`config.mk`:
```
export PLATFORM = sky130hd
export DESIGN_NAME = hybrid_subtractor_seq
export DESIGN_NICKNAME = d
export VERILOG_FILES = /design/src/rtl/hybrid_arith_pkg.sv /design/src/rtl/borrow_block.sv /design/src/rtl/hybrid_subtractor_seq.sv
export SDC_FILE = /design/constraint.sdc
export NUM_CORES = 1
export LEC_CHECK = 0
export CELL_PAD_IN_SITES_DETAIL_PLACEMENT = 1
export CELL_PAD_IN_SITES_GLOBAL_PLACEMENT = 1
export CORE_UTILIZATION = 42
export DETAILED_ROUTE_END_ITERATION = 6
export PLACE_DENSITY = 0.93
export RECOVER_POWER = 50
export SYNTH_ARGS = -nofsm -noshare
export SYNTH_HDL_FRONTEND = slang
export SYNTH_SLANG_ARGS = --single-unit
```
`constraint.sdc`:
```
create_clock -name clk -period 7 [get_ports clk]
set_input_delay 2.1 -clock clk [delete_from_list [all_inputs] [get_ports clk]]
set_output_delay 2.1 -clock clk [all_outputs]
set_load 0.005 [all_outputs]
```
`src/rtl/hybrid_arith_pkg.sv`:
```
// Shared constants, block index helpers and FSM states for the block-carry/borrow
// arithmetic datapath (hybrid adder and hybrid subtractor).
package hybrid_arith_pkg;

  localparam int WIDTH  = 18;
  localparam int BLK_W  = 4;
  localparam int NBLK   = (WIDTH + BLK_W - 1) / BLK_W;
  localparam int LAST_W = WIDTH - (NBLK - 1) * BLK_W;
  localparam int EXT_W  = NBLK * BLK_W;
  localparam int LOW_W  = $clog2(EXT_W);
  // Wide enough to index the {bw, bin} borrow chain (NBLK + 1 entries).
  localparam int KW     = $clog2(NBLK + 1);

  typedef enum logic [1:0] {
    IDLE = 2'd0,
    RUN  = 2'd1,
    DONE = 2'd2
  } state_e;

  typedef logic [KW-1:0] blk_idx_t;

  function automatic logic [LOW_W-1:0] blk_lo(input blk_idx_t k);
    return LOW_W'(k) * LOW_W'(BLK_W);
  endfunction

  function automatic logic [LOW_W-1:0] blk_hi(input blk_idx_t k);
    logic [LOW_W-1:0] hi;
    hi = blk_lo(k) + LOW_W'(BLK_W - 1);
    if (hi > LOW_W'(WIDTH - 1)) begin
      hi = LOW_W'(WIDTH - 1);
    end else begin
      hi = hi;
    end
    return hi;
  endfunction

endpackage

```
`src/rtl/borrow_block.sv`:
```
// Combinational W-bit block subtractor: diff = x - y - bi, bo = borrow out of the block.
module borrow_block #(
  parameter int W = 4
) (
  input  logic [W-1:0] x_i,
  input  logic [W-1:0] y_i,
  input  logic         bi_i,
  output logic [W-1:0] diff_o,
  output logic         bo_o
);

  logic [W:0] res_s;

  // One extra bit of width so the borrow falls out as the result MSB.
  always_comb begin
    res_s = {1'b0, x_i} - {1'b0, y_i} - {{W{1'b0}}, bi_i};
  end

  assign diff_o = res_s[W-1:0];
  assign bo_o   = res_s[W];

endmodule

```
`src/rtl/hybrid_subtractor_seq.sv`:
```
// Multi-cycle block-borrow subtractor: d = a - b - bin, one block per clock.
// Optional SUB_OVERFLOW_EN adds a registered signed-overflow flag (ovf_o).
module hybrid_subtractor_seq
  import hybrid_arith_pkg::*;
(
  input  logic             clk,
  input  logic             rst_n,
  input  logic             start_i,
  input  logic [WIDTH-1:0] a_i,
  input  logic [WIDTH-1:0] b_i,
  input  logic             bin_i,
  output logic             busy_o,
  output logic             done_o,
  output logic [WIDTH-1:0] d_o,
  output logic [NBLK-1:0]  bw_o
`ifdef SUB_OVERFLOW_EN
  ,
  output logic             ovf_o
`endif
);

  state_e           state_q, state_d;
  blk_idx_t         k_q, k_d;
  logic [WIDTH-1:0] a_q, a_d, b_q, b_d, d_q, d_d;
  logic             bin_q, bin_d, busy_q, busy_d, done_q, done_d;
  logic [NBLK-1:0]  bw_q, bw_d;
`ifdef SUB_OVERFLOW_EN
  logic             ovf_q, ovf_d;
`endif

  logic [EXT_W-1:0]  a_ext_s, b_ext_s;
  logic [LOW_W-1:0]  lo_s;
  logic [NBLK:0]     chain_s;
  logic              bi_s, is_last_s, blk_bo_s;
  logic [BLK_W-1:0]  full_diff_s;
  logic [LAST_W-1:0] last_diff_s;
  logic              full_bo_s, last_bo_s;

  assign a_ext_s   = EXT_W'(a_q);
  assign b_ext_s   = EXT_W'(b_q);
  assign lo_s      = blk_lo(k_q);
  // Entry 0 is the external borrow-in; entry k is the borrow-out of block k-1.
  assign chain_s   = {bw_q, bin_q};
  assign bi_s      = chain_s[k_q];
  assign is_last_s = (k_q == KW'(NBLK - 1));
  assign blk_bo_s  = is_last_s ? last_bo_s : full_bo_s;

  borrow_block #(.W(BLK_W)) u_full_blk (
    .x_i    (a_ext_s[lo_s +: BLK_W]),
    .y_i    (b_ext_s[lo_s +: BLK_W]),
    .bi_i   (bi_s),
    .diff_o (full_diff_s),
    .bo_o   (full_bo_s)
  );

  // The short top block borrows at its own width, not at BLK_W.
  borrow_block #(.W(LAST_W)) u_last_blk (
    .x_i    (a_q[WIDTH-1 -: LAST_W]),
    .y_i    (b_q[WIDTH-1 -: LAST_W]),
    .bi_i   (bi_s),
    .diff_o (last_diff_s),
    .bo_o   (last_bo_s)
  );

  // Next-state, operand latch and block write-back.
  always_comb begin
    state_d = state_q;
    k_d     = k_q;
    a_d     = a_q;
    b_d     = b_q;
    bin_d   = bin_q;
    d_d     = d_q;
    bw_d    = bw_q;
`ifdef SUB_OVERFLOW_EN
    ovf_d   = ovf_q;
`endif
    case (state_q)
      IDLE: begin
        if (start_i) begin
          state_d = RUN;
          k_d     = {KW{1'b0}};
          a_d     = a_i;
          b_d     = b_i;
          bin_d   = bin_i;
          d_d     = {WIDTH{1'b0}};
          bw_d    = {NBLK{1'b0}};
`ifdef SUB_OVERFLOW_EN
          ovf_d   = 1'b0;
`endif
        end else begin
          state_d = IDLE;
        end
      end
      RUN: begin
        if (is_last_s) begin
          d_d[WIDTH-1 -: LAST_W] = last_diff_s;
        end else begin
          d_d[lo_s +: BLK_W] = full_diff_s;
        end
        bw_d[k_q] = blk_bo_s;
        if (is_last_s) begin
          state_d = DONE;
          k_d     = {KW{1'b0}};
`ifdef SUB_OVERFLOW_EN
          ovf_d   = (a_q[WIDTH-1] ^ b_q[WIDTH-1]) & (d_d[WIDTH-1] ^ a_q[WIDTH-1]);
`endif
        end else begin
          k_d = k_q + KW'(1);
        end
      end
      DONE: begin
        state_d = IDLE;
      end
      default: begin
        state_d = IDLE;
      end
    endcase
    busy_d = (state_d != IDLE);
    done_d = (state_d == DONE);
  end

  // State, operand and result registers.
  always_ff @(posedge clk or negedge rst_n) begin
    if (!rst_n) begin
      state_q <= IDLE;
      k_q     <= {KW{1'b0}};
      a_q     <= {WIDTH{1'b0}};
      b_q     <= {WIDTH{1'b0}};
      bin_q   <= 1'b0;
      d_q     <= {WIDTH{1'b0}};
      bw_q    <= {NBLK{1'b0}};
      busy_q  <= 1'b0;
      done_q  <= 1'b0;
`ifdef SUB_OVERFLOW_EN
      ovf_q   <= 1'b0;
`endif
    end else begin
      state_q <= state_d;
      k_q     <= k_d;
      a_q     <= a_d;
      b_q     <= b_d;
      bin_q   <= bin_d;
      d_q     <= d_d;
      bw_q    <= bw_d;
      busy_q  <= busy_d;
      done_q  <= done_d;
`ifdef SUB_OVERFLOW_EN
      ovf_q   <= ovf_d;
`endif
    end
  end

  assign busy_o = busy_q;
  assign done_o = done_q;
  assign d_o    = d_q;
  assign bw_o   = bw_q;
`ifdef SUB_OVERFLOW_EN
  assign ovf_o  = ovf_q;
`endif

endmodule

```
==> results of run 1 <==
layout make-up:
type                            instances  area, um2  share of cell area (%)
Clock inverter                          5      52.55                   1.224
Tap cell                              102      127.6                   2.974
Inverter                               14      52.55                   1.224
Sequential cell                        67       1677                   39.07
Multi-Input combinational cell        273       1579                   36.79
Clock buffer                           11      141.4                   3.294
Timing Repair Buffer                   68      661.9                   15.42
layer usage:
layer	vias up	track usage, %	share of wire (%)
li1	1353	-	-
met3	22	4.478	3.3
met5	-	0	0
met2	71	39.66	52
met4	0	10.55	2.4
met1	1404	26.84	42
power breakdown:
part | leakage [nW] | total (mW) | internal, mW | switching (mW)
combinational | 1.06 | 1.30 | 0.537 | 0.763
clock | 0.0991 | 0.323 | 0.172 | 0.150
sequential | 0.857 | 0.665 | 0.548 | 0.118
total | 2.02 | 2.29 | 1.26 | 1.03
state kept, by name, indices dropped and copies added, names as in the netlist:
register / count
a_q: 18
b_q: 18
d_o: 18
bw_o: 5
k_q: 3
state_q: 2
bin_q: 1
busy_o: 1
done_o: 1
layout by cell type (no fill, tap or decap), drive strengths merged, types with 5 or more instances in the layout:
master         count
mux2i              7
and2               6
nor2              20
nand2            130
o21ai             25
clkdlybuf4s50     62
dfrtp             67
nand3             14
clkbuf            12
nand2b             5
ha                10
a21oi              5
inv               13
synthesized netlist by cell type (2+ instances only):
cell type	number	area (um2)
nor2b_1	4	25.02
and2_1	6	37.54
buf_2	4	20.02
xor2_1	3	26.28
a32o_1	2	20.02
nor2_1	18	67.56
mux4_2	4	90.09
inv_1	13	48.80
nor3_1	2	10.01
mux2_4	2	30.03
dfrtp_1	67	1677
nor4bb_1	2	20.02
mux2i_1	7	70.07
nand4_1	3	18.77
o21ai_0	25	125.1
nand2_1	130	488.0
ha_1	10	125.1
a22oi_1	3	22.52
o22ai_1	2	12.51
nor2_2	2	12.51
o31ai_1	4	30.03
nand2b_1	5	31.28
a41oi_1	2	17.52
fa_1	4	80.08
clkbuf_1	10	37.54
a21o_1	2	15.01
nand3_1	14	70.07
a21oi_1	4	20.02
critical path, delay by kind of cell:
kind / cells / cell delay [ps]
buffers and inverters: 2 / 2030
and+or+nand+nor: 3 / 430
AOI/OAI and AO/OA: 1 / 110
cell families after synthesis:
group	after synthesis	share of synthesized area (%)
simple gates	192	24.81
flops	67	49.54
compound gates	51	9.501
buf+inv	30	3.697
fa+ha+maj	14	6.063
mux	13	5.619
xor+xnor	3	0.7765
through the flow:
stage               power, mW  instance area (um2)  instances
finish                  2.289                 4292        540
global route            2.480                 4292        540
detailed placement      1.957                 4105        524
floorplan               1.517                 3385        370
global placement        1.873                 4105        524
CTS                     2.306                 4299        540
path summary, 6_finish.rpt:
check,cells after the start,end,slack (ps)
max in group asynchronous,2,b_q[7],4520
worst max register to register,12,bw_o[1],3430
min in group asynchronous,2,d_o[1],1940
worst max-delay path,6,d_o[11],2620
worst min register to register,2,b_q[11],470
worst min-delay path,2,b_q[11],470
==> impl_results.md, run 1 <==
* Status: finished, violations left
* Failing checks: max-capacitance violations, max-slew violations
* Synthesis warning total at 0
* Post-synthesis cell count at 370
* Yosys reg bits at 67
* Post-CTS Setup Bufs at 0
* Via/cell ratio at 5.278
* Pin count of the biggest net entering global routing at 68
* PD cells at 533.3 nW/um2
* # IOs at 65
* Rows at 32
* Worst Slack Setup Final at 2623 ps
* Clk Latency, worst-skew pair at 350 ps
* Layout cells sized above 1 at between 6 and 7%
* Worst EP arrival at 4680 ps
* Sequential element share of the synthesized area at 49.54%
* GPL Wtd Cong at 0.8112
* Final setup violation count at 0
* Pleak at ~2 nW
* Max_slew headroom at -36.39%
* Skew final at 10.73 ps
* Residual DRC at 0
* Post-DP HPWL at 5.928 mm
* Hold bufs inserted after CTS at 0
* Remaining Overflow, GRT at 0
* Vias post-DR at 2850
* Main synth FF type: dfrtp_1
* FILL cells at 909
* Worst vdd ir at 244.2 uV
* Max Cap Viol at 1
* Setup TNS at 0 ps
* P&R area growth vs syn at 26.80%
* Startpoint types: input pin
* HP Start: b_q[11]
* Critical Path Start: start_i
* 1st-iter DRT viols at 89
* Share of synthesized flip-flops with an asynchronous set or reset at 100.0%
* Vias in the first global route at 3116
* Sink Count at 67
* Drt first pass iters at 4
* Place WS at 3208 ps
* Clock-pin slew on the worst setup and hold paths at 70 ps
* Post_cts resized at 0
* RSZ-0062 raised after global routing: no
* Crit. End Element: flop
* Crit path kind: in -> reg
* F_max at 228.5 MHz
* First-pass GRT wire length at 14.82 mm
* DR WL/cell at 15.90 um
* Initial antenna violation count at 0
* DRT antenna net count at 0
* CP most frequent cell: nand2_1
* Slowest cell on the critical path: clkbuf_1
* Layout Nets at 487
* Synth Net Count at 424
* IO buf count at 64
* Antenna Cells at 0
* GRT Util Overall at 22.68%
* Syn Area/Cell at ~9.1 um2
* Reg-to-Reg Start: k_q[2]
* Slew Viols, Final at 49
* Post-synth EDFFs at 0
* HP Class: reg -> reg
* Final wirelength at 8.586 mm
* CTS H-Tree Depth at 3
* Clock root cell: clkbuf_8
* Die ar. at approximately 8400 um2
* Worst Tran Pin Value at 2046 ps
* Fin crit share at 62.53%
* Worst path required time at 7300 ps
* Core Util, Final at approximately 55%
* Synth unique cells at 44
* Final Hold Viols at 0
* Crit Path Max Fanout at between 40 and 50
* Clock buffer depth at 2
* CTS tree: built
* Die Span Y at 91.77 um
* Worst stage delay on the critical path at 1450 ps
* Critical-path cell list: dlygate4sd3_1 > nand2_1 > clkbuf_1 > nand2_1 > nor2_1 > a31o_2
* Die width at slightly above 90 um
* Hold_ws at 474.6 ps
* Post-Syn Area at 3384 um2
* Core Region at 7767 um2
* TritonCTS Buffers at 9
* Fin crit period at 4377 ps
* Initial core utilization at a little over two fifths
(Power assumes the default switching activity.)
==> run 2, diff against run 1 <==
--- a/config.mk
+++ b/config.mk
@@ -7,9 +7,9 @@
 export LEC_CHECK = 0
 export CELL_PAD_IN_SITES_DETAIL_PLACEMENT = 1
 export CELL_PAD_IN_SITES_GLOBAL_PLACEMENT = 1
-export CORE_UTILIZATION = 42
+export CORE_UTILIZATION = 39
 export DETAILED_ROUTE_END_ITERATION = 6
-export PLACE_DENSITY = 0.93
+export PLACE_DENSITY = 0.87
 export RECOVER_POWER = 50
 export SYNTH_ARGS = -nofsm -noshare
 export SYNTH_HDL_FRONTEND = slang
==> constraint.sdc (replaced) <==
create_clock -name clk -period 4.5 [get_ports clk]
set_input_delay 1.35 -clock clk [delete_from_list [all_inputs] [get_ports clk]]
set_output_delay 1.35 -clock clk [all_outputs]
set_load 0.005 [all_outputs]
==> impl_results.md, run 2 (synthesized netlist as in run 1, its figures left out) <==
* Worst Tran Pin Value at 2615 ps (was 2046 ps)
* Clk Latency, worst-skew pair at 350 ps (about the same)
* Final Hold Viols at 0 (unchanged)
* Vias in the first global route at 2958 (was 3116)
* Final setup violation count at 0 (unchanged)
* Post-CTS Setup Bufs at 0 (unchanged)
* Layout Nets at 487 (unchanged)
* Hold_ws at 477.3 ps (was 474.6 ps)
* Hold bufs inserted after CTS at 0 (unchanged)
* Fin crit share at 79.20%
* Placed cells at 527 (was 524)
* Post-placement cell area at 4109 um2 (was 4105 um2)
* # IOs at 65 (unchanged)
* DR WL/cell at 16.13 um (was 15.90 um)
* Slew Viols, Final at 50 (was 49)
* Pin count of the biggest net entering global routing at 50 (was 68)
* Crit path kind: reg -> reg (was in -> reg)
* Max_slew headroom at -74.34% (was -36.39%)
* Worst path required time at 4720 ps (was 7300 ps)
* Via/cell ratio at 5.203 (was 5.278)
* HP Class: reg -> reg (unchanged)
* TritonCTS Buffers at 9 (unchanged)
* Clock buffer depth at 2 (unchanged)
* Initial antenna violation count at 0 (unchanged)
* IO buf count at 64 (unchanged)
* Post_cts resized at 0 (unchanged)
* Total design power at 3.586 mW (was 2.289 mW)
* Worst vdd ir at 304.0 uV (was 244.2 uV)
* Crit. End Element: flop (unchanged)
* Worst EP arrival at 3780 ps (was 4680 ps)
* Vias post-DR at 2825 (was 2850)
* Failing checks: max-capacitance violations, max-slew violations (unchanged)
* FILL cells at 976 (was 909)
* Initial core utilization at 40.78% (was 43.57%)
* Pleak at 2.043 nW (was 2.016 nW)
* Final Instance Count excl. Fillers at 543 (was 540)
* F_max at 280.6 MHz
* GPL Wtd Cong at 0.8074 (was 0.8112)
* Residual DRC at 0 (unchanged)
* Clock-pin slew on the worst setup and hold paths at 70 ps (about the same)
* Clock root cell: clkbuf_8 (unchanged)
* Status: finished, violations left (unchanged)
* Core Region at 8299 um2 (was 7767 um2)
* CTS H-Tree Depth at 3 (unchanged)
* Remaining Overflow, GRT at 0 (unchanged)
* GRT Util Overall at 21.54% (was 22.68%)
* Sink Count at 67 (unchanged)
* First-pass GRT wire length at 14.63 mm (was 14.82 mm)
* Antenna Cells at 0 (unchanged)
* Drt first pass iters at 4 (unchanged)
* PD cells at 830.0 nW/um2 (was 533.3 nW/um2)
* Skew final at 6.501 ps (was 10.73 ps)
* Post-route cell area at 4320 um2 (was 4292 um2)
* Die ar. at 9054 um2 (was 8422 um2)
* Crit Path Max Fanout at 22 (was 48)
* DRT antenna net count at 0 (unchanged)
* Post-DP HPWL at 6.378 mm (was 5.928 mm)
* Fin crit period at 3564 ps
* Max Cap Viol at 1 (unchanged)
* Die Span Y at 95.16 um (was 91.77 um)
* Die width at 95.16 um (was 91.77 um)
* CTS tree: built (unchanged)
* P&R area growth vs syn at 27.65% (was 26.80%)
* 1st-iter DRT viols at 93 (was 89)
* Final wirelength at 8.757 mm (was 8.586 mm)
* Most common cell after layout, fill and taps aside: nand2_1 (unchanged)
* Layout cells sized above 1 at 6.621% (was 6.849%)
* Rows at 33 (was 32)
* Most frequent cells in the layout: nand2_1, dfrtp_1, clkdlybuf4s50_1, o21ai_0, nor2_1 (unchanged)
* RSZ-0062 raised after global routing: no (unchanged)
* Startpoint types: flop (was input pin)
* Setup TNS at 0 ps (unchanged)
## run 2: cell count changes in the layout (fill, tap and decap cells not counted), sizes merged
cell / previous run / this run
clkinv: 4 / 3
clkdlybuf4s50: 62 / 54
clkinvlp: 1 / 0
buf: 4 / 2
bufinv: 1 / 2
clkbuf: 12 / 15
dlygate4sd3: 1 / 9
## run 2: per-layer routing
metal	vias to the layer above	track usage (%)	wire (um)
met5	-	0	0
met4	0	9.596	185
met3	14	3.828	290
met2	64	38.10	4485
met1	1390	25.34	3796
li1	1357	-	-
## run 2: worst max-delay path: stages (launching register included)
cell     delay (ps)
dfrtp_1        1000
mux2i_1         270
a22oi_1         110
nand2_1         150
inv_1            70
fa_1            470
fa_1            450
nand2_1          90
a21oi_1          80
xor2_1          140
o21ai_0         420
o21ai_0         170
## run 2: worst paths after layout
path / startpoint / endpoint / slack, ps / cells after the start
max: k_q[0] / bw_o[4] / 940 / 11
min in group asynchronous: rst_n / done_o / 1810 / 1
min: b_q[10] / b_q[10] / 480 / 2
max in group asynchronous: rst_n / a_q[4] / 1090 / 2
max reg2reg: k_q[0] / bw_o[4] / 940 / 11
min reg2reg: b_q[10] / b_q[10] / 480 / 2
## run 2: final cells by class
class / count / area (um2) / share of cell area, %
clock inverter: 4 / 73.82 / 1.709
inverter: 14 / 52.55 / 1.216
tap: 105 / 131.4 / 3.041
timing repair buffer: 68 / 658.1 / 15.23
clock buffer: 12 / 145.1 / 3.359
multi-input combinational: 273 / 1583 / 36.63
sequential: 67 / 1677 / 38.81
## run 2: through the flow
stage | setup slack [ps] | util (%)
2_1_floorplan | 1487 | -
3_3_place_gp | 1078 | 49.51
3_5_place_dp | 901.0 | 49.51
4_1_cts | 881.3 | 52.15
5_1_grt | 527.0 | 52.06
6_report | 936.0 | 52.06
## run 2: power by group
part | switching, mW | total [mW] | leakage [nW] | internal (mW)
Clock | 0.238 | 0.565 | 0.111 | 0.328
Sequential | 0.231 | 1.08 | 0.857 | 0.852
Combinational | 1.12 | 1.94 | 1.08 | 0.818
==> run 3, diff against run 2 <==
==> constraint.sdc (replaced) <==
create_clock -name clk -period 3.4 [get_ports clk]
set_input_delay 1.02 -clock clk [delete_from_list [all_inputs] [get_ports clk]]
set_output_delay 1.02 -clock clk [all_outputs]
set_load 0.005 [all_outputs]
==> impl_results.md, run 3 (synthesized netlist as in run 1, its figures left out) <==
* Status: finished, violations left (unchanged)
* Failing checks: max-capacitance violations, max-slew violations (unchanged)
* Layout cells sized above 1 at 8.108% (was 6.621%)
* Skew final at 9.054 ps (was 6.501 ps)
* RSZ-0062 raised after global routing: no (unchanged)
* Most frequent cells in the layout: nand2_1, dfrtp_1, clkdlybuf4s50_1, o21ai_0, nor2_1 (unchanged)
* Post-DP HPWL at 6.585 mm (was 6.378 mm)
* Most common cell after layout, fill and taps aside: nand2_1 (unchanged)
* Clock buffer depth at 2 (unchanged)
* Slew Viols, Final at 43 (was 50)
* IO buf count at 64 (unchanged)
* 1st-iter DRT viols at 117 (was 93)
* DRT antenna net count at 0 (unchanged)
* Via/cell ratio at 5.158 (was 5.203)
* Post-CTS Setup Bufs at 0 (unchanged)
* Worst vdd ir at 422.8 uV (was 304.0 uV)
* Crit. End Element: flop (unchanged)
* P&R area growth vs syn at 28.13% (was 27.65%)
* Worst EP arrival at 3460 ps (was 3780 ps)
* GPL Wtd Cong at 0.8649 (was 0.8074)
* First-pass GRT wire length at 14.73 mm (was 14.63 mm)
* TritonCTS Buffers at 9 (unchanged)
* Max Cap Viol at 1 (unchanged)
* F_max at 316.3 MHz (was 280.6 MHz)
* Hold bufs inserted after CTS at 0 (unchanged)
* # IOs at 65 (unchanged)
* Clock-pin slew on the worst setup and hold paths at 80 ps (was 70 ps)
* Core Util, Final at 52.25% (was 52.06%)
* Clock root cell: clkbuf_8 (unchanged)
* Worst Tran Pin Value at 2312 ps (was 2615 ps)
* Worst path required time at 3700 ps (was 4720 ps)
* Total design power at 4.675 mW (was 3.586 mW)
* Vias in the first global route at 3026 (was 2958)
* Post_cts resized at 0 (unchanged)
* Remaining Overflow, GRT at 0 (unchanged)
* Die width at 95.16 um (unchanged)
* Layout Nets at 493 (was 487)
* Final wirelength at 8.915 mm (was 8.757 mm)
* Setup TNS at 0 ps (unchanged)
* Crit path kind: reg -> reg (unchanged)
* Max_slew headroom at -54.12% (was -74.34%)
* Drt first pass iters at 4 (unchanged)
* FILL cells at 981 (was 976)
* Final setup violation count at 0 (unchanged)
* Startpoint types: flop (unchanged)
* Final Hold Viols at 0 (unchanged)
* GRT Util Overall at 22.07% (was 21.54%)
* Core Region at 8299 um2 (unchanged)
* Footprint of the multi-input gates at 1579 um2 (was 1583 um2)
* Fin crit share at 93.00% (was 79.20%)
* HP Class: reg -> reg (unchanged)
* Post-route cell area at 4337 um2 (was 4320 um2)
* Pin count of the biggest net entering global routing at 43 (was 50)
* Antenna Cells at 0 (unchanged)
* Clk Latency, worst-skew pair at 360 ps (was 350 ps)
* DR WL/cell at 16.24 um (was 16.13 um)
* Die Span Y at 95.16 um (unchanged)
* Post-placement cell area at 4167 um2 (was 4109 um2)
* Hold_ws at 480.5 ps (was 477.3 ps)
* CTS H-Tree Depth at 3 (unchanged)
* Register area at 1677 um2 (unchanged)
* Vias post-DR at 2832 (was 2825)
* Sink Count at 67 (unchanged)
* Die ar. at 9054 um2 (unchanged)
* Initial core utilization at 40.78% (unchanged)
* Residual DRC at 0 (unchanged)
* Rows at 33 (unchanged)
* Fin crit period at 3162 ps (was 3564 ps)
* Pleak at 2.036 nW (was 2.043 nW)
* Initial antenna violation count at 0 (unchanged)
* PD cells at 1078 nW/um2 (was 830.0 nW/um2)
* Crit Path Max Fanout at 25 (was 22)
* CTS tree: built (unchanged)
## run 3: changes by cell type in the layout (fill, tap and decap cells not counted), sizes merged
cell / previous run / this run
clkdlybuf4s50: 54 / 62
dlygate4sd3: 9 / 1
buf: 2 / 8
bufinv: 2 / 0
clkinvlp: 0 / 2
## run 3: stage by stage
step | setup WS, ps | cells
2_1_floorplan | 387.3 | 370
3_3_place_gp | 386.8 | 533
3_5_place_dp | 288.3 | 533
4_1_cts | 239.8 | 549
5_1_grt | 5.983 | 549
6_report | 238.1 | 549
## run 3: worst paths after layout
| kind | depth (start not counted) | end | startpoint | slack (ps) |
|---|---|---|---|---|
| setup / recovery | 10 | d_o[3] | k_q[0] | 240 |
| hold / removal | 2 | b_q[14] | b_q[14] | 480 |
| setup reg to reg | 10 | d_o[3] | k_q[0] | 240 |
| hold reg to reg | 2 | b_q[14] | b_q[14] | 480 |
| max in group asynchronous | 2 | b_q[12] | rst_n | 680 |
| min in group asynchronous | 1 | done_o | rst_n | 1350 |
## run 3: layer usage
metal	global-route usage (%)	wire, um
met1	24.85	3640
met5	0	0
met4	10.48	231
met2	40.54	4729
met3	3.270	313
## run 3: area by class of cell
type	count	area share, %
Clock inverter	4	0.5770
Timing Repair Buffer	74	16.53
Multi-Input combinational cell	273	36.41
Tap cell	105	3.029
Sequential cell	67	38.66
Inverter	14	1.212
Clock buffer	12	3.578
## run 3: power breakdown
group	switching [mW]	internal [mW]	total (mW)	leakage, nW
clock network	0.312	0.302	0.614	0.0884
registers	0.232	1.13	1.36	0.857
logic	1.56	1.14	2.70	1.09
## run 3: worst max-delay path, cell delays in order (launching register included)
cell and delay (ps):
dfrtp_1 500, buf_12 230, mux4_2 530, and2_1 180
ha_1 270, inv_1 40, ha_1 350, and2_1 190
a221o_1 370, nor3_1 300, a21o_1 130
